$ cat src/rtl/branch_resolve_unit.sv
// Branch resolution: carries fetch-time predictions down to execute, detects mispredicts,
// redirects fetch and trains the predictor. Define BRU_PERF_CNT_EN to add performance counters.
module branch_resolve_unit #(
    parameter int DATA_WIDTH = 32
) (
    input  logic                  clk,
    input  logic                  rst,
    input  logic                  stall,
    input  logic                  valid_f,
    input  logic                  predict_taken_f,
    input  logic [DATA_WIDTH-1:0] PC_f,
    input  logic [DATA_WIDTH-1:0] branch_target_f,
    input  logic                  is_branch_e,
    input  logic                  is_jal_e,
    input  logic                  actual_taken_e,
    input  logic [DATA_WIDTH-1:0] PC_e,
    input  logic [DATA_WIDTH-1:0] actual_target_e,
    output logic                  flush,
    output logic                  redirect_valid,
    output logic [DATA_WIDTH-1:0] redirect_pc,
    output logic                  upd_valid,
    output logic [DATA_WIDTH-1:0] upd_pc,
    output logic                  upd_taken,
    output logic [DATA_WIDTH-1:0] upd_target,
    output logic                  upd_uncond
`ifdef BRU_PERF_CNT_EN
    ,
    output logic [31:0]           mispredict_cnt,
    output logic [31:0]           branch_cnt
`endif
);

    typedef enum logic {
        S_RUN     = 1'b0,
        S_RECOVER = 1'b1
    } state_t;

    state_t                state_q;

    logic                  vld_p1_q, vld_p2_q;
    logic                  vld_p1_d, vld_p2_d;
    logic                  pt_p1_q, pt_p2_q;
    logic [DATA_WIDTH-1:0] tgt_p1_q, tgt_p2_q;

    logic                  upd_valid_q, upd_taken_q, upd_uncond_q;
    logic [DATA_WIDTH-1:0] upd_pc_q, upd_target_q;

    logic                  is_ctl;
    logic                  resolve;
    logic                  mispredict;
    logic                  upd_load;
    logic [DATA_WIDTH-1:0] pc_plus4;

    // Fetch PC is not needed: the execute stage supplies its own PC.
    logic                  unused_pc_f;
    assign unused_pc_f = ^PC_f;

    // A non-control instruction that was predicted taken is an alias hit and always wrong.
    function automatic logic mispredict_f(
        input logic                  ctl,
        input logic                  pred_taken,
        input logic [DATA_WIDTH-1:0] pred_tgt,
        input logic                  taken,
        input logic [DATA_WIDTH-1:0] tgt
    );
        if (!ctl) begin
            return pred_taken;
        end
        return (pred_taken != taken) || (pred_taken && taken && (pred_tgt != tgt));
    endfunction

    // ---- F -> D -> E prediction pipeline ----
    always_comb begin
        vld_p1_d = vld_p1_q;
        vld_p2_d = vld_p2_q;
        if (flush) begin
            vld_p1_d = 1'b0;
            vld_p2_d = 1'b0;
        end else if (!stall) begin
            vld_p1_d = valid_f;
            vld_p2_d = vld_p1_q;
        end
    end

    always_ff @(posedge clk or posedge rst) begin
        if (rst) begin
            vld_p1_q <= 1'b0;
            vld_p2_q <= 1'b0;
        end else begin
            vld_p1_q <= vld_p1_d;
            vld_p2_q <= vld_p2_d;
        end
    end

    always_ff @(posedge clk) begin
        if (!stall) begin
            pt_p1_q  <= predict_taken_f;
            tgt_p1_q <= branch_target_f;
            pt_p2_q  <= pt_p1_q;
            tgt_p2_q <= tgt_p1_q;
        end
    end

    // ---- E: resolution and redirect ----
    assign is_ctl     = is_branch_e | is_jal_e;
    assign resolve    = vld_p2_q && !stall && (state_q == S_RUN);
    assign mispredict = mispredict_f(is_ctl, pt_p2_q, tgt_p2_q, actual_taken_e, actual_target_e);
    assign pc_plus4   = PC_e + DATA_WIDTH'(4);

    assign redirect_valid = resolve && mispredict;
    assign redirect_pc    = resolve ? (actual_taken_e ? actual_target_e : pc_plus4) : '0;
    assign flush          = redirect_valid || (state_q == S_RECOVER);

    // One recovery cycle follows every redirect; nothing resolves while recovering.
    always_ff @(posedge clk or posedge rst) begin
        if (rst) begin
            state_q <= S_RUN;
        end else begin
            case (state_q)
                S_RUN:     if (redirect_valid) state_q <= S_RECOVER;
                S_RECOVER: state_q <= S_RUN;
                default:   state_q <= S_RUN;
            endcase
        end
    end

    // ---- E -> predictor update port ----
    assign upd_load = resolve && is_ctl;

    always_ff @(posedge clk or posedge rst) begin
        if (rst) begin
            upd_valid_q  <= 1'b0;
            upd_pc_q     <= '0;
            upd_taken_q  <= 1'b0;
            upd_target_q <= '0;
            upd_uncond_q <= 1'b0;
        end else begin
            upd_valid_q <= upd_load;
            if (upd_load) begin
                upd_pc_q     <= PC_e;
                upd_taken_q  <= actual_taken_e;
                upd_target_q <= actual_target_e;
                upd_uncond_q <= is_jal_e;
            end
        end
    end

    assign upd_valid  = upd_valid_q;
    assign upd_pc     = upd_pc_q;
    assign upd_taken  = upd_taken_q;
    assign upd_target = upd_target_q;
    assign upd_uncond = upd_uncond_q;

`ifdef BRU_PERF_CNT_EN
    logic [31:0] branch_cnt_q, mispredict_cnt_q;

    // Counters wrap naturally at 2^32.
    always_ff @(posedge clk or posedge rst) begin
        if (rst) begin
            branch_cnt_q     <= '0;
            mispredict_cnt_q <= '0;
        end else begin
            if (upd_load)       branch_cnt_q     <= branch_cnt_q + 32'd1;
            if (redirect_valid) mispredict_cnt_q <= mispredict_cnt_q + 32'd1;
        end
    end

    assign branch_cnt     = branch_cnt_q;
    assign mispredict_cnt = mispredict_cnt_q;
`endif

endmodule

$ cat config.mk
export PLATFORM = sky130hd
export DESIGN_NAME = branch_resolve_unit
export DESIGN_NICKNAME = d
export VERILOG_FILES = /design/src/rtl/branch_resolve_unit.sv
export SDC_FILE = /design/constraint.sdc
export NUM_CORES = 1
export LEC_CHECK = 0
export BUFFER_PORTS_ARGS = -buffer_cell sky130_fd_sc_hd__buf_4
export CAP_MARGIN = 20
export CORE_MARGIN = 3
export CORE_UTILIZATION = 49
export DETAILED_ROUTE_END_ITERATION = 8
export HOLD_SLACK_MARGIN = 0.08
export PLACE_DENSITY = 0.8
export SYNTH_ARGS = -nofsm -noshare
export SYNTH_HDL_FRONTEND = slang
export SYNTH_SLANG_ARGS = --single-unit
export TNS_END_PERCENT = 30
$ cat constraint.sdc
create_clock -name clk -period 2.9 [get_ports clk]
set_clock_uncertainty 0.2 [all_clocks]
set_input_delay 0.145 -clock clk [delete_from_list [all_inputs] [get_ports clk]]
set_output_delay 0.145 -clock clk [all_outputs]
set_load 0.02 [all_outputs]
==> results of run 1 <==
## path summary, 6_finish.rpt
check	from	endpoint	depth (start not counted)
setup / recovery	PC_e[4]	redirect_pc[17]	8
hold / removal	tgt_p1_q[1]	tgt_p2_q[1]	0
max in group asynchronous	rst	upd_target[16]	4
setup reg to reg	state_q	upd_uncond	5
hold reg to reg	tgt_p1_q[1]	tgt_p2_q[1]	0
min in group asynchronous	rst	upd_pc[0]	3
## cells by family after synthesis
kind of cell / after synthesis / synth area share
AND/OR/NAND/NOR: 92 / 0.0993
flip-flops: 136 / 0.610
multiplexers: 72 / 0.131
buffers and inverters: 29 / 0.0245
XOR/XNOR: 60 / 0.0858
AO/OA/AOI/OAI: 50 / 0.0452
adder cells (fa/ha/maj): 2 / 0.00409
## area by class of cell
class	count	area (sq um)
diodes	4	10.0
clock buffers	27	556
flip-flops and latches	136	3730
fillers	706	2560
clock inverters	5	103
multi-input cells	276	2250
well taps	168	210
repair buffers	315	2650
inverters	10	37.5
## registers in the layout, summed over array words and instances, names as in the netlist
register,count
upd_taken,1
tgt_p2_q,32
upd_valid,1
vld_p2_q,1
vld_p1_q,1
state_q,1
tgt_p1_q,32
pt_p1_q,1
upd_uncond,1
upd_pc,32
pt_p2_q,1
upd_target,32
## power by group through the flow
stage / clock network, mW / registers (mW) / logic, mW
2_1_floorplan: 0 / 3.47 / 0.873
3_3_place_gp: 0 / 2.88 / 2.64
3_5_place_dp: 0 / 2.91 / 2.69
4_1_cts: 2.37 / 2.89 / 2.82
5_1_grt: 2.47 / 2.98 / 2.99
6_report: 2.35 / 2.91 / 2.85
## through the flow
stage | setup WS (ps) | total power, mW
2_1_floorplan | 787 | 4.34
3_5_place_dp | 550 | 5.60
5_1_grt | 22.5 | 8.45
6_report | 166 | 8.11
4_1_cts | 196 | 8.08
3_3_place_gp | 626 | 5.52
## per-layer routing
metal	routed length, um	part of all wire
met3	1010	0.056
met5	0	0
met4	531	0.029
met1	7210	0.40
met2	9470	0.52
## layout by cell type (no fill, tap or decap), types with 3 or more instances in the layout
cell type / instances
a211oi_1: 4
a21oi_1: 24
and3_1: 5
buf_4: 209
bufinv_16: 3
clkbuf_1: 3
clkbuf_16: 19
clkbuf_8: 5
dfrtp_1: 70
diode_2: 4
dlygate4sd3_1: 104
edfxtp_1: 66
inv_1: 8
mux2_2: 67
mux2i_1: 5
nand2_1: 15
nand3_1: 7
nand4_1: 4
nor2_1: 25
nor3_2: 9
nor4_1: 8
nor4_2: 3
nor4_4: 3
o21ai_0: 18
xnor2_1: 23
xor2_1: 37
## timing repair
item | in CTS | in global routing
endpoints found under the hold margin | 148 | 0
resized for setup | 0 | 0
hold buffers | 104 | 0
==> results.sh, run 1 <==
export IMPL_status="complete, no violations"
export IMPL_yosysTopAreaCellShare=0.324
export IMPL_synth_main_ff_cell="dfrtp_1"
export IMPL_post_drt_wl_per_cell_um=19.4
export IMPL_final_util=0.788
export IMPL_ff2ff_setup_slack_ps=610
export IMPL_overflow=0
export IMPL_groute_usage_overall=0.268
export IMPL_postSynthAreaPerCell_sq_um=13.9
export IMPL_vias_per_cell=5.12
export IMPL_power_internal_mw=5.56
export IMPL_required_ps=2560
export IMPL_path_common_cell="buf_4"
export IMPL_grt_pass1_vias=5219
export IMPL_die_x_um=118
export IMPL_grt_max_degree=63
export IMPL_cts_tree="yes"
export IMPL_arrival_ps=2390
export IMPL_vias=4814
export IMPL_period_share=0.943
export IMPL_slew_headroom=0.359
export IMPL_numCtsBuffers=17
export IMPL_use_met3=0.0673
export IMPL_p_seq_frac=0.359
export IMPL_insertion_delay_ps=420
export IMPL_cp_end_kind="primary output"
export IMPL_synth_most_common_cell="dfrtp_1"
export IMPL_ios=237
export IMPL_pwr_share_clk=0.290
export IMPL_drive_above_1_share=0.434
export IMPL_core_sq_um=12100
export IMPL_p_sw_frac=0.315
export IMPL_maxSlewViolCount=0
export IMPL_initial_core_util=0.506
export IMPL_dieArea_sq_um=13900
export IMPL_rsz0062_at_grt="no"
export IMPL_finalSetupTns_ps=0
export IMPL_cts_sinks=136
export IMPL_synth_area_sq_um=6120
export IMPL_timing_hold_ws_ps=217
export IMPL_synth_seq_area_share=0.610
export IMPL_synth_common_cells="dfrtp_1 (70), mux2_2 (67), edfxtp_1 (66), xor2_1 (37), nor2_1 (26)"
export IMPL_clkTransAtPathRegs_ps=50
export IMPL_synth_async_sr_flop_share=0.515
export IMPL_synthTopCellsByArea="edfxtp_1 (32%), dfrtp_1 (29%), mux2_2 (12%), xor2_1 (5.3%), xnor2_1 (3.3%)"
export IMPL_synth_distinct_cells=37
export IMPL_slowest_delay_ps=530
export IMPL_cts_max_path_buffers=2
export IMPL_top_usage_layer="met2"
export IMPL_num_rows=40
export IMPL_postPlaceCellArea_sq_um=7840
export IMPL_ant_nets=0
export IMPL_areaGrowthSynthToFinish_pct=55.9
export IMPL_synth_area_leader_cell="edfxtp_1"
export IMPL_synth_warnings=0
export IMPL_setup_viol=0
export IMPL_ir_drop_mv=0.736
export IMPL_pwr_density_cell_nw_per_um2=850
export IMPL_clock_fmax_ghz=0.366
export IMPL_cp_num_buf_inv=3
export IMPL_cts_setup_buffers=0
export IMPL_totalWireLength_mm=18.2
export IMPL_finalInstanceArea_sq_um=9550
export IMPL_grt_pass1_wl_mm=28.5
export IMPL_worstPathCellList="dlygate4sd3_1, buf_4, nand4_1, or2_1, nor3_1, xnor2_1, a211oi_1, buf_4"
export IMPL_critPathKind="in2out"
export IMPL_drcViolationCount=0
export IMPL_use_met2=0.455
export IMPL_cp_start_kind="input port"
export IMPL_htree_levels=4
export IMPL_critPathTopFamily="simple AND/OR/NAND/NOR gates"
export IMPL_p_comb_frac=0.351
export IMPL_dr_first_iter_drc_count=289
export IMPL_final_hold_violation_count=0
export IMPL_portBuffers=204
export IMPL_crit_fanout=12
export IMPL_final_cells=941
export IMPL_root_buffer="clkbuf_16"
export IMPL_first_pass_iters=5
export IMPL_place_hpwl_mm=11.3
export IMPL_antenna_found_initial=4
export IMPL_maxCapViolCount=0
export IMPL_routabilityCongestion=0.815
export IMPL_tightest_slew_ps=960
export IMPL_leakagePower_nw=4.08
export IMPL_cpMaxStageDelayCell="dlygate4sd3_1"
export IMPL_period_needed_ps=2730
export IMPL_synth_seq_cells=136
export IMPL_syn_nets=579
export IMPL_hold_path_class="reg2reg"
export IMPL_die_h_um=118
export IMPL_p_switching_mw=2.56
export IMPL_use_met1=0.320
export IMPL_fin_nets=894
export IMPL_syn_inst=441
export IMPL_dp_cells=801
export IMPL_synth_edf_count=66
No activity file was read; power rests on OpenSTA's default activity.
==> run 2, diff against run 1 <==
--- a/config.mk
+++ b/config.mk
@@ -9,6 +9,7 @@
 export CAP_MARGIN = 20
 export CORE_MARGIN = 3
 export CORE_UTILIZATION = 49
+export CTS_CLUSTER_SIZE = 12
 export DETAILED_ROUTE_END_ITERATION = 8
 export HOLD_SLACK_MARGIN = 0.08
 export PLACE_DENSITY = 0.8
==> constraint.sdc (replaced) <==
create_clock -name clk -period 2.9 [get_ports clk]
set_clock_uncertainty 0.2 [all_clocks]
set_input_delay 0.145 -clock clk [delete_from_list [all_inputs] [get_ports clk]]
set_output_delay 0.145 -clock clk [all_outputs]
set_load 0.005 [all_outputs]
==> run 2 against run 1 <==
- utilization fell by 0.49 points
- first-iteration DRC count rose by 5.2%
- sequential power barely moved
- cell count fell by 0.43%
- clock power fell by 8.5%
- worst setup slack improved by 22 ps
- largest power group unchanged
==> results.sh, run 2 (same netlist as run 1, synthesis figures left out) <==
export IMPL_post_drt_wl_per_cell_um=19.0
export IMPL_numCtsBuffers=17
export IMPL_p_sw_frac=0.268
export IMPL_required_ps=2560
export IMPL_ir_drop_mv=0.581
export IMPL_crit_fanout=12
export IMPL_groute_usage_overall=0.262
export IMPL_p_comb_frac=0.302
export IMPL_final_cell_mix="buf_4 (207), dlygate4sd3_1 (105), dfrtp_1 (70), mux2_2 (67), edfxtp_1 (66)"
export IMPL_die_x_um=118
export IMPL_p_seq_frac=0.401
export IMPL_drive_above_1_share=0.434
export IMPL_clkTransAtPathRegs_ps=60
export IMPL_insertion_delay_ps=410
export IMPL_vias=4812
export IMPL_dr_first_iter_drc_count=304
export IMPL_cp_end_kind="primary output"
export IMPL_antenna_found_initial=0
export IMPL_tightest_slew_ps=732
export IMPL_portBuffers=204
export IMPL_die_h_um=118
export IMPL_vias_per_cell=5.14
export IMPL_dieArea_sq_um=13900
export IMPL_pwr_density_cell_nw_per_um2=763
export IMPL_cp_start_kind="input port"
export IMPL_slowest_delay_ps=540
export IMPL_htree_levels=4
export IMPL_use_met1=0.316
export IMPL_status="complete, no violations"
export IMPL_core_sq_um=12100
export IMPL_period_needed_ps=2710
export IMPL_fin_nets=894
export IMPL_critPathKind="in2out"
export IMPL_hold_path_class="in2async"
export IMPL_period_share=0.935
export IMPL_clock_fmax_ghz=0.369
export IMPL_num_rows=40
export IMPL_cts_max_path_buffers=2
export IMPL_root_buffer="clkbuf_16"
export IMPL_finalSetupTns_ps=0
export IMPL_first_pass_iters=4
export IMPL_n_fill_cell=715
export IMPL_arrival_ps=2370
export IMPL_antennaDiodeCount=0
export IMPL_use_met3=0.0687
export IMPL_place_hpwl_mm=11.4
export IMPL_grt_max_degree=57
export IMPL_routabilityCongestion=0.812
export IMPL_path_common_cell="buf_4"
export IMPL_ant_nets=0
export IMPL_overflow=0
export IMPL_maxCapViolCount=0
export IMPL_power_internal_mw=5.30
export IMPL_worstPathCellList="dlygate4sd3_1, buf_4, nand4_1, or2_1, nor3_1, xnor2_1, a211oi_1, buf_4"
export IMPL_drcViolationCount=0
export IMPL_use_met2=0.440
export IMPL_grt_pass1_vias=5275
export IMPL_totalWireLength_mm=17.8
export IMPL_setup_viol=0
export IMPL_slew_headroom=0.511
export IMPL_final_util=0.783
export IMPL_maxSlewViolCount=0
export IMPL_cpMaxStageDelayCell="dlygate4sd3_1"
export IMPL_grt_pass1_wl_mm=28.4
export IMPL_cts_setup_buffers=0
export IMPL_final_hold_violation_count=0
export IMPL_cts_tree="yes"
export IMPL_areaGrowthSynthToFinish_pct=54.9
export IMPL_final_common_cell="buf_4"
export IMPL_cts_sinks=136
export IMPL_p_switching_mw=1.94
export IMPL_initial_core_util=0.506
export IMPL_leakagePower_nw=4.05
export IMPL_ios=237
export IMPL_rsz0062_at_grt="no"
export IMPL_pwr_share_clk=0.297
export IMPL_top_usage_layer="met2"
[run 2: changes by cell type in the layout (fill, tap and decap cells not counted), sizes merged]
cell and change:
clkbuf -8, clkinv +8, diode -4, buf -1, dlygate4sd3 +1
[run 2: cell type report]
class,count,area (sq um),share of cell area
Inverter,10,37.5,0.00396
Multi-Input combinational cell,276,2250,0.238
Tap cell,168,210,0.0222
Timing Repair Buffer,315,2670,0.281
Clock buffer,19,433,0.0456
Clock inverter,13,155,0.0164
Sequential cell,136,3730,0.394
[run 2: worst paths after layout]
| path | start | end | slack, ps | cells past startpoint |
|---|---|---|---|---|
| setup / recovery | PC_e[5] | redirect_pc[17] | 190 | 8 |
| hold / removal | rst | upd_pc[28] | 220 | 3 |
| setup reg to reg | state_q | upd_uncond | 660 | 5 |
| hold reg to reg | tgt_p1_q[25] | tgt_p2_q[25] | 220 | 0 |
| max in group asynchronous | rst | upd_pc[21] | 1600 | 4 |
| min in group clk | tgt_p1_q[25] | tgt_p2_q[25] | 220 | 0 |
[run 2: metrics by stage]
step                cell area (sq um)  cells  hold slack [ps]  setup slack (ps)  power, mW
floorplan                        6120    441             43.9               787       3.71
global placement                 7840    800             95.8               664       4.85
detailed placement               7840    800              114               663       4.93
CTS                              9480    937              216               127       7.21
global route                     9490    937              226              40.5       7.58
finish                           9490    937              216               187       7.24
[run 2: power groups by stage]
stage | Sequential [mW] | Combinational, mW | Clock, mW
final | 2.91 | 2.18 | 2.15
after global routing | 2.98 | 2.34 | 2.27
after floorplan | 2.92 | 0.794 | 0
after detailed placement | 2.91 | 2.02 | 0
after global placement | 2.88 | 1.97 | 0
after CTS | 2.89 | 2.16 | 2.17
[run 2: what timing repair did]
| action | in CTS | in global routing |
|---|---|---|
| resized for setup | 0 | 2 |
| endpoints found under the setup margin | 0 | 2 |
| hold buffers | 105 | 0 |
| hold endpoints to repair | 143 | 0 |
[run 2: worst max-delay path, delay by kind of cell]
kind                      cells  cell delay, ps
AOI/OAI and AO/OA             1             280
xor gates and xnor gates      1             120
and+or+nand+nor               3             980
buffers and inverters         3             830
[run 2: layer usage]
layer  up-vias  routed length [um]
met5         -                   0
met4         0                 505
met3        41                1050
met2       212                9160
met1      2329                7040
li1       2230                   -
==> run 3, diff against run 2 <==
==> config.mk (replaced) <==
export PLATFORM = sky130hd
export DESIGN_NAME = branch_resolve_unit
export DESIGN_NICKNAME = d
export VERILOG_FILES = /design/src/rtl/branch_resolve_unit.sv
export SDC_FILE = /design/constraint.sdc
export NUM_CORES = 1
export LEC_CHECK = 0
export CAP_MARGIN = 20
export CORE_MARGIN = 3
export CORE_UTILIZATION = 55
export CTS_CLUSTER_SIZE = 12
export DETAILED_ROUTE_END_ITERATION = 8
export DONT_BUFFER_PORTS = 1
export HOLD_SLACK_MARGIN = 0.08
export PLACE_DENSITY = 0.7
export SETUP_SLACK_MARGIN = 0.15
export SYNTH_ARGS = -nofsm -noshare
export SYNTH_HDL_FRONTEND = slang
export SYNTH_SLANG_ARGS = --single-unit
export TNS_END_PERCENT = 30
==> run 3 against run 2 <==
- the run now fails in clock tree synthesis
- synthesized cell count unchanged
- synthesized area is the same
==> results.sh, run 3 <==
export IMPL_syn_inst=441
export IMPL_die_h_um=112
export IMPL_place_hpwl_mm=10.4
export IMPL_htree_levels=4
export IMPL_cts_max_path_buffers=2
export IMPL_status="aborted with a tool error"
export IMPL_synth_edf_count=66
export IMPL_ctsHoldBuffers=120
export IMPL_synth_distinct_cells=37
export IMPL_synth_compound_area_share=0.0452
export IMPL_synth_seq_cells=136
export IMPL_synth_area_leader_cell="edfxtp_1"
export IMPL_yosysTopAreaCellShare=0.324
export IMPL_synth_common_cells="dfrtp_1 (70), mux2_2 (67), edfxtp_1 (66), xor2_1 (37), nor2_1 (26)"
export IMPL_haltStage="clock tree synthesis"
export IMPL_synth_top_family_by_area="multiplexers"
export IMPL_synth_warnings=0
export IMPL_postSynthAreaPerCell_sq_um=13.9
export IMPL_synth_main_ff_cell="dfrtp_1"
export IMPL_muxShareOfSynthArea=0.131
export IMPL_synth_seq_area_share=0.610
export IMPL_synth_async_sr_flop_share=0.515
export IMPL_numCtsBuffers=17
export IMPL_cts_resized=0
export IMPL_synth_simple_area_share=0.0993
export IMPL_synth_fa_ha_area_frac=0.00409
export IMPL_synthXorXnorAreaFrac=0.0858
export IMPL_initial_core_util=0.580
export IMPL_portBuffers=0
export IMPL_cts_sinks=136
export IMPL_ios=237
export IMPL_syn_nets=579
export IMPL_firstError="[ERROR RSZ-0060] Max buffer count reached."
export IMPL_num_rows=37
export IMPL_synth_most_common_cell="dfrtp_1"
export IMPL_cts_setup_buffers=0
export IMPL_root_buffer="clkbuf_8"
export IMPL_synthTopCellsByArea="edfxtp_1 (32%), dfrtp_1 (29%), mux2_2 (12%), xor2_1 (5.3%), xnor2_1 (3.3%)"
export IMPL_synth_area_sq_um=6120
export IMPL_die_x_um=112
export IMPL_routabilityCongestion=0.787
## run 3: cell counts after synthesis
No cell type changed its count.
## run 3: stage by stage
| stage | setup WS (ps) | utilization | std cells | cell area, sq um |
|---|---|---|---|---|
| after detailed placement | 820 | 0.595 | 564 | 6280 |
| after global placement | 874 | 0.595 | 564 | 6280 |
| after floorplan | 787 | - | 441 | 6120 |
## run 3: cell families after synthesis
| logic type | Yosys count |
|---|---|
| flops | 136 |
| simple gates | 92 |
| mux | 72 |
| xor+xnor | 60 |
| compound gates | 50 |
| buf+inv | 29 |
| fa+ha+maj | 2 |
==> run 4, diff against run 3 <==
--- a/config.mk
+++ b/config.mk
@@ -7,13 +7,10 @@
 export LEC_CHECK = 0
 export CAP_MARGIN = 20
 export CORE_MARGIN = 3
-export CORE_UTILIZATION = 55
-export CTS_CLUSTER_SIZE = 12
+export CORE_UTILIZATION = 40
 export DETAILED_ROUTE_END_ITERATION = 8
 export DONT_BUFFER_PORTS = 1
-export HOLD_SLACK_MARGIN = 0.08
-export PLACE_DENSITY = 0.7
-export SETUP_SLACK_MARGIN = 0.15
+export PLACE_DENSITY_LB_ADDON = 0.15
 export SYNTH_ARGS = -nofsm -noshare
 export SYNTH_HDL_FRONTEND = slang
 export SYNTH_SLANG_ARGS = --single-unit
==> run 4 against run 3 <==
- the run now ends clean
==> results.sh, run 4 (same netlist as run 1, synthesis figures left out) <==
export IMPL_final_common_cell="dlygate4sd3_1"
export IMPL_multi_input_area_sq_um=2250
export IMPL_drive_above_1_share=0.230
export IMPL_cts_tree="yes"
export IMPL_groute_usage_overall=0.197
export IMPL_period_needed_ps=2540
export IMPL_cts_max_path_buffers=2
export IMPL_numCtsBuffers=17
export IMPL_slew_headroom=0.398
export IMPL_critPathKind="reg2out"
export IMPL_dieArea_sq_um=16800
export IMPL_clock_fmax_ghz=0.394
export IMPL_htree_levels=4
export IMPL_grt_pass1_vias=4203
export IMPL_required_ps=2560
export IMPL_antennaDiodeCount=0
export IMPL_p_sw_frac=0.281
export IMPL_num_rows=44
export IMPL_cp_start_kind="flip-flop"
export IMPL_n_fill_cell=1276
export IMPL_drcViolationCount=0
export IMPL_pwr_share_clk=0.320
export IMPL_finalSetupTns_ps=0
export IMPL_holdPathStages=4
export IMPL_power_internal_mw=4.35
export IMPL_root_buffer="clkbuf_16"
export IMPL_insertion_delay_ps=420
export IMPL_hold_path_class="in2reg"
export IMPL_place_hpwl_mm=11.2
export IMPL_vias_per_cell=5.27
export IMPL_status="complete, no violations"
export IMPL_die_h_um=130
export IMPL_fin_nets=689
export IMPL_setup_viol=0
export IMPL_first_pass_iters=4
export IMPL_dp_cells=612
export IMPL_p_switching_mw=1.70
export IMPL_regArea_sq_um=3730
export IMPL_post_drt_wl_per_cell_um=22.1
export IMPL_dr_first_iter_drc_count=196
export IMPL_ios=237
export IMPL_core_sq_um=14800
export IMPL_ff2ff_path_depth=5
export IMPL_antenna_found_initial=0
export IMPL_routabilityCongestion=0.730
export IMPL_totalWireLength_mm=16.5
export IMPL_tightest_slew_ps=902
export IMPL_ir_drop_mv=0.378
export IMPL_vias=3940
export IMPL_arrival_ps=2190
export IMPL_initial_core_util=0.415
export IMPL_leakagePower_nw=3.00
export IMPL_final_hold_violation_count=0
export IMPL_final_cell_mix="dlygate4sd3_1 (104), dfrtp_1 (70), mux2_2 (67), edfxtp_1 (66), xor2_1 (37)"
export IMPL_areaGrowthSynthToFinish_pct=29.2
export IMPL_period_share=0.876
export IMPL_maxSlewViolCount=0
export IMPL_p_comb_frac=0.179
export IMPL_ant_nets=0
export IMPL_crit_fanout=5
export IMPL_clkTransAtPathRegs_ps=60
export IMPL_rsz0062_at_grt="no"
export IMPL_maxCapViolCount=0
export IMPL_grt_pass1_wl_mm=24.4
export IMPL_grt_max_degree=56
export IMPL_overflow=0
export IMPL_p_seq_frac=0.501
export IMPL_pwr_density_cell_nw_per_um2=765
export IMPL_cts_sinks=136
export IMPL_portBuffers=0
export IMPL_die_x_um=130
export IMPL_final_cells=748
export IMPL_cp_end_kind="primary output"
run 4: final timing paths:
kind                                   start             end  slack (ps)
max in group asynchronous                rst      upd_pc[17]        1490
worst max register to register       state_q      upd_uncond         710
min in group asynchronous                rst      upd_pc[24]         150
worst min register to register  tgt_p1_q[22]    tgt_p2_q[22]         220
worst max-delay path            tgt_p2_q[31]  redirect_valid         360
worst min-delay path                   stall       upd_valid          50
run 4: layer usage:
layer | global-route usage | part of all wire
met5 | 0 | 0
met3 | 0.0684 | 0.084
met4 | 0.0746 | 0.021
met2 | 0.306 | 0.47
met1 | 0.256 | 0.42
run 4: final cells by class:
cell class,instances,area share
tap,184,0.0291
clock inverter,13,0.0130
sequential,136,0.472
inverter,10,0.00490
timing repair buffer,110,0.142
clock buffer,19,0.0547
multi-input combinational,276,0.284
run 4: repair_timing:
action / in CTS / in global routing
hold buffers: 104 / 0
setup buffers: 0 / 0
endpoints found under the hold margin: 161 / 0
resized for setup: 0 / 0
run 4: critical path: stages, from the launching register on:
cell,delay (ps)
edfxtp_1,380
xor2_1,150
nor4_1,490
nand4_1,160
o211ai_1,320
a21bo_2,280
run 4: metrics by stage:
step | instance area [sq um] | hold slack, ps | power [mW] | utilization | worst slack [ps]
2_1_floorplan | 6120 | 43.9 | 3.71 | - | 787
3_3_place_gp | 6330 | 27.4 | 3.96 | 0.429 | 758
3_5_place_dp | 6330 | 39.8 | 4.01 | 0.429 | 755
4_1_cts | 7910 | 30.8 | 6.09 | 0.536 | 300
5_1_grt | 7910 | 71.1 | 6.37 | 0.536 | 228
6_report | 7910 | 48.9 | 6.05 | 0.536 | 360
run 4: power groups by stage:
stage	clock [mW]	combinational (mW)	sequential, mW
after floorplan	0	0.794	2.92
after global placement	0	0.917	3.04
after detailed placement	0	0.957	3.05
after CTS	1.98	1.09	3.02
after global routing	2.09	1.19	3.09
final	1.94	1.08	3.03
